[config.mk]
export PLATFORM = sky130hd
export DESIGN_NAME = writeback_arbiter_flat
export DESIGN_NICKNAME = d
export VERILOG_FILES = /design/src/rtl/wb_pkg.sv /design/src/rtl/writeback_arbiter_if.sv /design/src/rtl/wb_ld_fifo.sv /design/src/rtl/writeback_arbiter.sv /design/src/flat_wrapper.sv
export SDC_FILE = /design/constraint.sdc
export NUM_CORES = 1
export LEC_CHECK = 0
export ABC_AREA = 1
export CORE_MARGIN = 3
export CORE_UTILIZATION = 45
export DETAILED_ROUTE_END_ITERATION = 8
export GPL_ROUTABILITY_DRIVEN = 0
export PLACE_DENSITY = 0.73
export SLEW_MARGIN = 20
export SYNTH_ARGS = -nofsm -noshare
export SYNTH_HDL_FRONTEND = slang
export SYNTH_SLANG_ARGS = --single-unit
export TNS_END_PERCENT = 1
[constraint.sdc]
create_clock -name clk -period 5.7 [get_ports clk]
set_clock_uncertainty 0.2 [all_clocks]
set_input_delay 1.14 -clock clk [delete_from_list [all_inputs] [get_ports clk]]
set_output_delay 1.14 -clock clk [all_outputs]
set_load 0.005 [all_outputs]
[src/rtl/wb_pkg.sv]
// wb_pkg: shared types, widths and load extension helper for the writeback arbiter.
package wb_pkg;

    localparam int REGISTER_WIDTH = 64;
    localparam int REGISTERNO_WIDTH = 5;

    typedef enum logic [1:0] {LD_B, LD_H, LD_W, LD_D} ld_size_e;

    typedef struct packed {
        logic [REGISTERNO_WIDTH-1:0] rd;
        logic [REGISTER_WIDTH-1:0]   data;
        ld_size_e                    size;
        logic                        is_unsigned;
    } ld_entry_t;

    typedef enum logic [1:0] {SRC_NONE, SRC_ALU, SRC_LD} wb_src_e;

    // Keep the low bytes selected by size; fill above with zeros or the kept sign bit.
    function automatic logic [REGISTER_WIDTH-1:0] ld_extend(input ld_entry_t e);
        logic [REGISTER_WIDTH-1:0] d;
        logic u;
        d = e.data;
        u = e.is_unsigned;
        return e.size == LD_B ? {{(REGISTER_WIDTH-8){~u & d[7]}}, d[7:0]} :
               e.size == LD_H ? {{(REGISTER_WIDTH-16){~u & d[15]}}, d[15:0]} :
               e.size == LD_W ? {{(REGISTER_WIDTH-32){~u & d[31]}}, d[31:0]} : d;
    endfunction

endpackage

[src/rtl/writeback_arbiter_if.sv]
// writeback_arbiter_if: ALU/load producer handshakes and register-file write port.
interface writeback_arbiter_if import wb_pkg::*; ();

    logic                        alu_valid;
    logic                        alu_ready;
    logic [REGISTERNO_WIDTH-1:0] alu_rd;
    logic [REGISTER_WIDTH-1:0]   alu_value;
    logic                        ld_valid;
    logic                        ld_ready;
    logic [REGISTERNO_WIDTH-1:0] ld_rd;
    logic [REGISTER_WIDTH-1:0]   ld_data;
    logic [1:0]                  ld_size;
    logic                        ld_unsigned;
    logic                        wr_enable;
    logic [REGISTERNO_WIDTH-1:0] rd_regno;
    logic [REGISTER_WIDTH-1:0]   rd_value;
    logic                        busy;

    modport master (
        output alu_valid, alu_rd, alu_value, ld_valid, ld_rd, ld_data, ld_size, ld_unsigned,
        input  alu_ready, ld_ready, wr_enable, rd_regno, rd_value, busy
    );

    modport slave (
        input  alu_valid, alu_rd, alu_value, ld_valid, ld_rd, ld_data, ld_size, ld_unsigned,
        output alu_ready, ld_ready, wr_enable, rd_regno, rd_value, busy
    );

endinterface

[src/rtl/wb_ld_fifo.sv]
// wb_ld_fifo: synchronous FIFO of load-return entries with full/empty/count.
module wb_ld_fifo import wb_pkg::*; #(
    parameter int DEPTH = 2
) (
    input  logic                         clk,
    input  logic                         reset,
    input  logic                         i_push,
    input  ld_entry_t                    i_din,
    input  logic                         i_pop,
    output ld_entry_t                    o_dout,
    output logic                         o_full,
    output logic                         o_empty,
    output logic [$clog2(DEPTH+1)-1:0]   o_count
);

    localparam int AW = $clog2(DEPTH);
    localparam int CW = $clog2(DEPTH+1);

    ld_entry_t       r_mem [DEPTH];
    logic [AW-1:0]   r_wr_ptr;
    logic [AW-1:0]   r_rd_ptr;
    logic [CW-1:0]   r_count;
    logic            w_push;
    logic            w_pop;

    assign o_full  = r_count == CW'(DEPTH);
    assign o_empty = r_count == '0;
    assign o_count = r_count;
    assign o_dout  = r_mem[r_rd_ptr];
    assign w_push  = i_push && !o_full;
    assign w_pop   = i_pop && !o_empty;

    always_ff @(posedge clk) begin
        if (w_push) r_mem[r_wr_ptr] <= i_din;
    end

    always_ff @(posedge clk) begin
        if (reset) begin
            r_wr_ptr <= '0;
            r_rd_ptr <= '0;
            r_count  <= '0;
        end else begin
            if (w_push) r_wr_ptr <= AW'((int'(r_wr_ptr) + 1) % DEPTH);
            if (w_pop) r_rd_ptr <= AW'((int'(r_rd_ptr) + 1) % DEPTH);
            r_count <= r_count + CW'(w_push) - CW'(w_pop);
        end
    end

endmodule

[src/rtl/writeback_arbiter.sv]
// writeback_arbiter: merges ALU results and buffered, extended loads onto one register-file write port.
// Optional WB_STATS_EN adds free-running grant counters.
module writeback_arbiter import wb_pkg::*; #(
    parameter int LD_FIFO_DEPTH = 2,
    parameter int STARVE_LIMIT  = 4
) (
    input  logic                      clk,
    input  logic                      reset,
    writeback_arbiter_if.slave        bus
`ifdef WB_STATS_EN
    ,
    output logic [31:0]               stat_alu_writes,
    output logic [31:0]               stat_ld_writes,
    output logic [31:0]               stat_forced
`endif
);

    localparam int SW = $clog2(STARVE_LIMIT+1);
    localparam int CW = $clog2(LD_FIFO_DEPTH+1);

    ld_entry_t                   w_din;
    ld_entry_t                   w_head;
    logic                        w_full;
    logic                        w_empty;
    logic [CW-1:0]               w_count;
    logic                        w_force;
    wb_src_e                     w_src;
    logic [REGISTERNO_WIDTH-1:0] w_wr_rd;
    logic [REGISTER_WIDTH-1:0]   w_wr_value;
    logic                        w_wr;
    logic [SW-1:0]               r_starve;
    logic                        r_wr_enable;
    logic [REGISTERNO_WIDTH-1:0] r_rd_regno;
    logic [REGISTER_WIDTH-1:0]   r_rd_value;

    always_comb begin
        w_din      = '{rd: bus.ld_rd, data: bus.ld_data, size: ld_size_e'(bus.ld_size), is_unsigned: bus.ld_unsigned};
        w_force    = bus.alu_valid && r_starve == SW'(STARVE_LIMIT);
        w_src      = reset ? SRC_NONE : (!w_empty && !w_force) ? SRC_LD : bus.alu_valid ? SRC_ALU : SRC_NONE;
        w_wr_rd    = w_src == SRC_LD ? w_head.rd : bus.alu_rd;
        w_wr_value = w_src == SRC_LD ? ld_extend(w_head) : bus.alu_value;
        w_wr       = w_src != SRC_NONE && w_wr_rd != '0;
    end

    assign bus.alu_ready = w_src == SRC_ALU;
    assign bus.ld_ready  = !reset && !w_full;
    assign bus.wr_enable = r_wr_enable;
    assign bus.rd_regno  = r_rd_regno;
    assign bus.rd_value  = r_rd_value;
    assign bus.busy      = w_count != '0 || r_wr_enable;

    wb_ld_fifo #(.DEPTH(LD_FIFO_DEPTH)) u_fifo (
        .clk     (clk),
        .reset   (reset),
        .i_push  (bus.ld_valid && bus.ld_ready),
        .i_din   (w_din),
        .i_pop   (w_src == SRC_LD),
        .o_dout  (w_head),
        .o_full  (w_full),
        .o_empty (w_empty),
        .o_count (w_count)
    );

    // Counts consecutive denied ALU cycles; hitting the limit forces the next ALU grant.
    always_ff @(posedge clk) begin
        if (reset || !bus.alu_valid || bus.alu_ready) r_starve <= '0;
        else if (r_starve != SW'(STARVE_LIMIT)) r_starve <= r_starve + 1'b1;
    end

    always_ff @(posedge clk) begin
        if (reset) begin
            r_wr_enable <= 1'b0;
            r_rd_regno  <= '0;
            r_rd_value  <= '0;
        end else begin
            r_wr_enable <= w_wr;
            if (w_wr) begin
                r_rd_regno <= w_wr_rd;
                r_rd_value <= w_wr_value;
            end
        end
    end

`ifdef WB_STATS_EN
    always_ff @(posedge clk) begin
        if (reset) begin
            stat_alu_writes <= '0;
            stat_ld_writes  <= '0;
            stat_forced     <= '0;
        end else begin
            stat_alu_writes <= stat_alu_writes + 32'(w_src == SRC_ALU);
            stat_ld_writes  <= stat_ld_writes + 32'(w_src == SRC_LD);
            stat_forced     <= stat_forced + 32'(w_src == SRC_ALU && w_force);
        end
    end
`endif

endmodule
[src/flat_wrapper.sv]
// flat-port wrapper written by rule: the top's interface ports become plain ports
module writeback_arbiter_flat import wb_pkg::*;
#(
    parameter int LD_FIFO_DEPTH = 2,
    parameter int STARVE_LIMIT  = 4
)
  (clk, reset, bus_alu_valid, bus_alu_rd, bus_alu_value, bus_ld_valid, bus_ld_rd, bus_ld_data, bus_ld_size, bus_ld_unsigned, bus_alu_ready, bus_ld_ready, bus_wr_enable, bus_rd_regno, bus_rd_value, bus_busy);
  writeback_arbiter_if bus_i ();
  input  logic clk;
  input  logic reset;
  input wire logic [$bits(bus_i.alu_valid)-1:0] bus_alu_valid;
  input wire logic [$bits(bus_i.alu_rd)-1:0] bus_alu_rd;
  input wire logic [$bits(bus_i.alu_value)-1:0] bus_alu_value;
  input wire logic [$bits(bus_i.ld_valid)-1:0] bus_ld_valid;
  input wire logic [$bits(bus_i.ld_rd)-1:0] bus_ld_rd;
  input wire logic [$bits(bus_i.ld_data)-1:0] bus_ld_data;
  input wire logic [$bits(bus_i.ld_size)-1:0] bus_ld_size;
  input wire logic [$bits(bus_i.ld_unsigned)-1:0] bus_ld_unsigned;
  output wire logic [$bits(bus_i.alu_ready)-1:0] bus_alu_ready;
  output wire logic [$bits(bus_i.ld_ready)-1:0] bus_ld_ready;
  output wire logic [$bits(bus_i.wr_enable)-1:0] bus_wr_enable;
  output wire logic [$bits(bus_i.rd_regno)-1:0] bus_rd_regno;
  output wire logic [$bits(bus_i.rd_value)-1:0] bus_rd_value;
  output wire logic [$bits(bus_i.busy)-1:0] bus_busy;
  assign bus_i.alu_valid = bus_alu_valid;
  assign bus_i.alu_rd = bus_alu_rd;
  assign bus_i.alu_value = bus_alu_value;
  assign bus_i.ld_valid = bus_ld_valid;
  assign bus_i.ld_rd = bus_ld_rd;
  assign bus_i.ld_data = bus_ld_data;
  assign bus_i.ld_size = bus_ld_size;
  assign bus_i.ld_unsigned = bus_ld_unsigned;
  assign bus_alu_ready = bus_i.alu_ready;
  assign bus_ld_ready = bus_i.ld_ready;
  assign bus_wr_enable = bus_i.wr_enable;
  assign bus_rd_regno = bus_i.rd_regno;
  assign bus_rd_value = bus_i.rd_value;
  assign bus_busy = bus_i.busy;
  writeback_arbiter #(.LD_FIFO_DEPTH(LD_FIFO_DEPTH), .STARVE_LIMIT(STARVE_LIMIT)) u_core (.clk(clk), .reset(reset), .bus(bus_i));
endmodule
Word level (Yosys, flattened, before mapping)
Memory sizes are Yosys's and may differ from the RTL's. A register that Yosys moved wholly into a read port is not among the register bits. Index checks and enable logic that the tools add are counted.

$add $sub $neg: 5. Muxes and demuxes: 12. Bitwise operators: 4. Reductions and logical operators: 20. Eq/ne operators: 7.

Operator list (count): 64-bit two-way mux (4); 1-bit logical AND (7); 2-bit equality test (second input constant) (3); 1-bit logical NOT (5); 1-bit two-way mux (5); 5-bit two-way mux (1); 5-bit nonzero test (1); 2-bit by 1-bit equality test with 1-bit output (second input constant) (2); 2-bit logical NOT (2); 2-bit two-way mux (2); 2-bit nonzero test (2); 3-bit by 1-bit adder with 3-bit output (second input constant) (1); 1-bit bitwise AND (3); 3-bit equality test (second input constant) (1); 1-bit logical OR (3); 3-bit != test (second input constant) (1); 1-bit adder (second input constant) (2); 2-bit by 1-bit adder with 2-bit output (1); 2-bit by 1-bit subtractor with 2-bit output (1); 1-bit NOT (1).

Memories: 1. Flip-flop bits (word level): 77. Output and inout port bits: 73. Input bits: 145. Logic and storage cells: 56. Bits in writable memories: 144.

Memory list: u_core.u_fifo.r_mem (words 2, width 72, rd ports 1, clocked after Yosys merged registers in 1, wr ports 1, line wb_ld_fifo.sv:19) `ld_entry_t r_mem [DEPTH];`.

Longest topological paths before layout
Depth after elaboration: 10. Gate-level depth with buffers: 14. Depth with buffers taken out: 13.

By module
A second synthesis with hierarchy kept.

Cells, all modules: 972. Area, all modules: 10128.5 sq um.

By module, submodules not included: wb_ld_fifo (instances 1, cells an instance 263, seq. area each 4424.2 sq um, area an instance 5800.6 sq um); writeback_arbiter (instances 1, cells an instance 709, seq. area each 1461.4 sq um, area an instance 4327.9 sq um).

Worst setup path after synthesis
No wires, ideal clock.

Path kind: in2reg. Start point: in reset. End point: mem u_core.u_fifo.r_mem[0][0] in the netlist's numbering, enable pin. Slack: 393 ps. Data required time: 4997 ps. Setup time: 503 ps. Buffers on the path: 1. Data arrival time: 4604 ps. Stages: 4. Path through: buf_6 a21oi_1 nand2_1 nor2_1.

Longest elaborated chain between the ends: 6.

Ends and longest elaborated chain: start: declaration (line flat_wrapper.sv:10) `input logic reset;`; 1-bit logical NOT (line writeback_arbiter.sv:46) `assign bus.ld_ready = !reset && !w_full;`; 1-bit logical AND (line writeback_arbiter.sv:46); net bus_ld_ready (line flat_wrapper.sv:20) `output wire logic [$bits(bus_i.ld_ready)-1:0] bus_ld_ready;`; 1-bit logical AND (line writeback_arbiter.sv:55) `.i_push (bus.ld_valid && bus.ld_ready),`; 1-bit logical AND (line wb_ld_fifo.sv:30) `assign w_push = i_push && !o_full;`; 1-bit two-way mux (line wb_ld_fifo.sv:34) `if (w_push) r_mem[r_wr_ptr] <= i_din;`; 1-bit two-way mux (implied by the code) (line wb_ld_fifo.sv:34); end: declaration (line wb_ld_fifo.sv:19).

The timed path passes the listed nets, and every way through them passes these cells.

Worst setup path after layout
Start point: in reset. End point: out bus_alu_ready.

Longest elaborated chain between the ends: 2.

Ends and longest elaborated chain: 2-bit two-way mux (line writeback_arbiter.sv:39) `w_src = reset ? SRC_NONE : (!w_empty && !w_force) ? SRC_LD : bus.alu_valid ? SRC_ALU : SRC_NONE;`; 2-bit by 1-bit equality test with 1-bit output (line writeback_arbiter.sv:45) `assign bus.alu_ready = w_src == SRC_ALU;`; end: declaration (line flat_wrapper.sv:19) `output wire logic [$bits(bus_i.alu_ready)-1:0] bus_alu_ready;`.

No other way between the ends.

==> impl_metrics.toml <==
[outcome]
outcome = "finished, final reports clean"

[power]
p_leak_nw = 4.99
switchingPower_mw = 1.97
vdd_drop_max_v = 0.000244
p_sw_share_pct = 33.9
clockPowerShare_pct = 26.8
power_density_nw_per_um2 = 454
pwr-share-comb_pct = 36.0
sequentialPowerShare_pct = 37.2
p_int_mw = 3.83

[timing]
hold_viol_final = 0
max_freq_mhz = 250
whs_ns = 0.268
post-route-period-util_pct = 70.1
rsz0062_at_grt = "no"
timing.slew.headroom_pct = 36.2
slew_viol_final = 0
setup_viol = 0
tightest_slew_ns = 0.955
setup_tns_ns = 0
period_needed_ns = 4.00

[run]
drv_cap = 0

[critical_path]
crit_path_max_fanout = 8
critPathKind = "in -> out"
r2r_cells = 10
crit_path_end_kind = "output port"
cp_data_required_time_ns = 4.36
start_kind = "input pin"
cp.arrival_ns = 2.66

[layout]
fin_nets = 1331
fillers = 1761
drive_gt1_share_pct = 13.7
seqCellArea_um2 = 5890
multiInputGateArea_um2 = 3300
syn_to_final_growth_pct = 31.7

[floorplanning]
die_w_um = 153
core_area_um2 = 21100
start_util_pct = 45.9
die_area_um2 = 23300
die_y_um = 153
num_rows = 53
pin_count = 218

[min_path]
hold_path_depth = 2
hold_class = "reg -> reg"

[logic_synthesis]
synthCells = 985
ys_types = 32
syn_avg_cell_area_um2 = 9.84
yosys.area.top_type = "edfxtp_1"
yosysMostFrequentCell = "nand2_1"
synth_edf_count = 144
ys_seq_elements = 222
synth-main-ff-cell = "edfxtp_1"
synthTopCellsByCount = "nand2_1 (350), edfxtp_1 (144), dfxtp_1 (78)"
synth_fp_nets = 1134
ys_seq_area_share_pct = 60.7
synth_area_leaders = "edfxtp_1 (45%), dfxtp_1 (16%), nand2_1 (14%)"
netlist_area_um2 = 9690
synth-warning-count = 0
yosys.area.top_type_share_pct = 44.6
async_reset_ff_share_pct = 0

[cts]
ctsResizeCount = 0
clk-insertion-delay-late_ns = 0.52
cts_setup_buffers = 0
cts_root_buffer = "clkbuf_16"
clockBufferDepth = 3
clk_pin_slew_ns = 0.06
cts_max_level = 1
numCtsBuffers = 25
cts_tree = "done"
cts_hold_buffers = 0
clock_sinks = 222

[detailed_routing]
dr.pass1.iters = 5
wl_um = 23800
drtAntennaViolNets = 0
vias = 7146
avgViaCountPerCell = 4.83
initialDrtViolationCount = 470
routedWlPerCell_um = 16.1
drcViolationCount = 0

[place]
port_buffers = 217
place_hpwl_um = 16000

[global_routing]
grt_overflow = 0
grt_pass1_vias = 6869
grt_max_degree = 78
antenna_found_initial = 3
grt_usage_pct = 20.0
grt_first_pass_wirelength_um = 37700
-- flip-flops by register name, indices dropped and copies added (netlist names), named ones only --
signal / flops
u_core.r_starve: 3
u_core.u_fifo.r_mem: 144
u_core.bus.rd_regno: 5
u_core.u_fifo.r_rd_ptr: 1
u_core.bus.wr_enable: 1
u_core.u_fifo.r_wr_ptr: 1
u_core.bus.rd_value: 64
u_core.u_fifo.o_count: 2
-- cell usage in the layout (no fill, tap or decap), types with 25 or more instances in the layout --
| cell type | instances |
|---|---|
| clkbuf_16 | 25 |
| o21ai_2 | 32 |
| dfxtp_1 | 77 |
| nand3_2 | 32 |
| clkdlybuf4s50_1 | 217 |
| edfxtp_1 | 144 |
| inv_1 | 30 |
| nand2_1 | 349 |
| nor2_1 | 68 |
| nand3_1 | 53 |
| o21ai_0 | 25 |
| or2_2 | 33 |
-- critical path: stages --
cell and delay (ns):
clkdlybuf4s50_1 0.60, inv_4 0.16, nand2_1 0.08, nor2_1 0.15, clkdlybuf4s50_1 0.52
-- power groups by stage --
stage | sequential, mW | combinational, mW | clock [mW]
2_1_floorplan | 2.19 | 1.32 | 0
3_3_place_gp | 2.18 | 2.07 | 0
3_5_place_dp | 2.19 | 2.10 | 0
4_1_cts | 2.16 | 2.11 | 1.58
5_1_grt | 2.19 | 2.33 | 1.65
6_report | 2.15 | 2.09 | 1.55
-- stage by stage --
| stage | util, % | cell area (um^2) | cells | power [mW] | setup WS, ns |
|---|---|---|---|---|---|
| after floorplan | - | 9690 | 985 | 3.52 | 0.393 |
| after global placement | 56.7 | 12000 | 1430 | 4.25 | 1.63 |
| after detailed placement | 56.7 | 12000 | 1430 | 4.29 | 1.52 |
| after CTS | 60.5 | 12800 | 1476 | 5.84 | 1.68 |
| after global routing | 60.5 | 12800 | 1479 | 6.17 | 1.62 |
| final | 60.5 | 12800 | 1479 | 5.79 | 1.70 |
-- cells by family (layout without fill, tap and decap cells) --
kind of cell | count (synthesis) | after routing | share of synthesized area [%]
AOI/OAI and AO/OA | 109 | 109 | 7.31
xor gates and xnor gates | 4 | 4 | 0.362
adders and majority gates | 4 | 4 | 0.517
buffers and inverters | 94 | 310 | 5.41
DFF | 222 | 222 | 60.7
other | 0 | 3 | 0
and+or+nand+nor | 552 | 552 | 25.7
-- layer usage --
metal | vias to the layer above | GRT usage, % | share of wire [%]
met1 | 3237 | 27.1 | 44
li1 | 3668 | - | -
met2 | 203 | 33.5 | 48
met5 | - | 0 | 0
met3 | 38 | 3.18 | 4.4
met4 | 0 | 5.85 | 2.8
-- final timing paths --
kind	from	end	slack, ns
min reg2reg	u_core.bus.rd_value[33]$_SDFFE_PP0P_	u_core.bus.rd_value[33]$_SDFFE_PP0P_	0.27
max reg2reg	flop	u_core.bus.rd_value[32]$_SDFFE_PP0P_	2.49
max	reset	bus_alu_ready	1.70
min	u_core.bus.rd_value[33]$_SDFFE_PP0P_	u_core.bus.rd_value[33]$_SDFFE_PP0P_	0.27
-- area by class of cell --
| cell class | instances | area share, % |
|---|---|---|
| clock inverters | 9 | 0.833 |
| well taps | 275 | 2.70 |
| inverters | 36 | 1.08 |
| diodes | 3 | 0.0588 |
| multi-input cells | 669 | 25.8 |
| repair buffers | 228 | 18.0 |
| clock buffers | 37 | 5.41 |
| flip-flops and latches | 222 | 46.1 |
(Power assumes the default switching activity.)
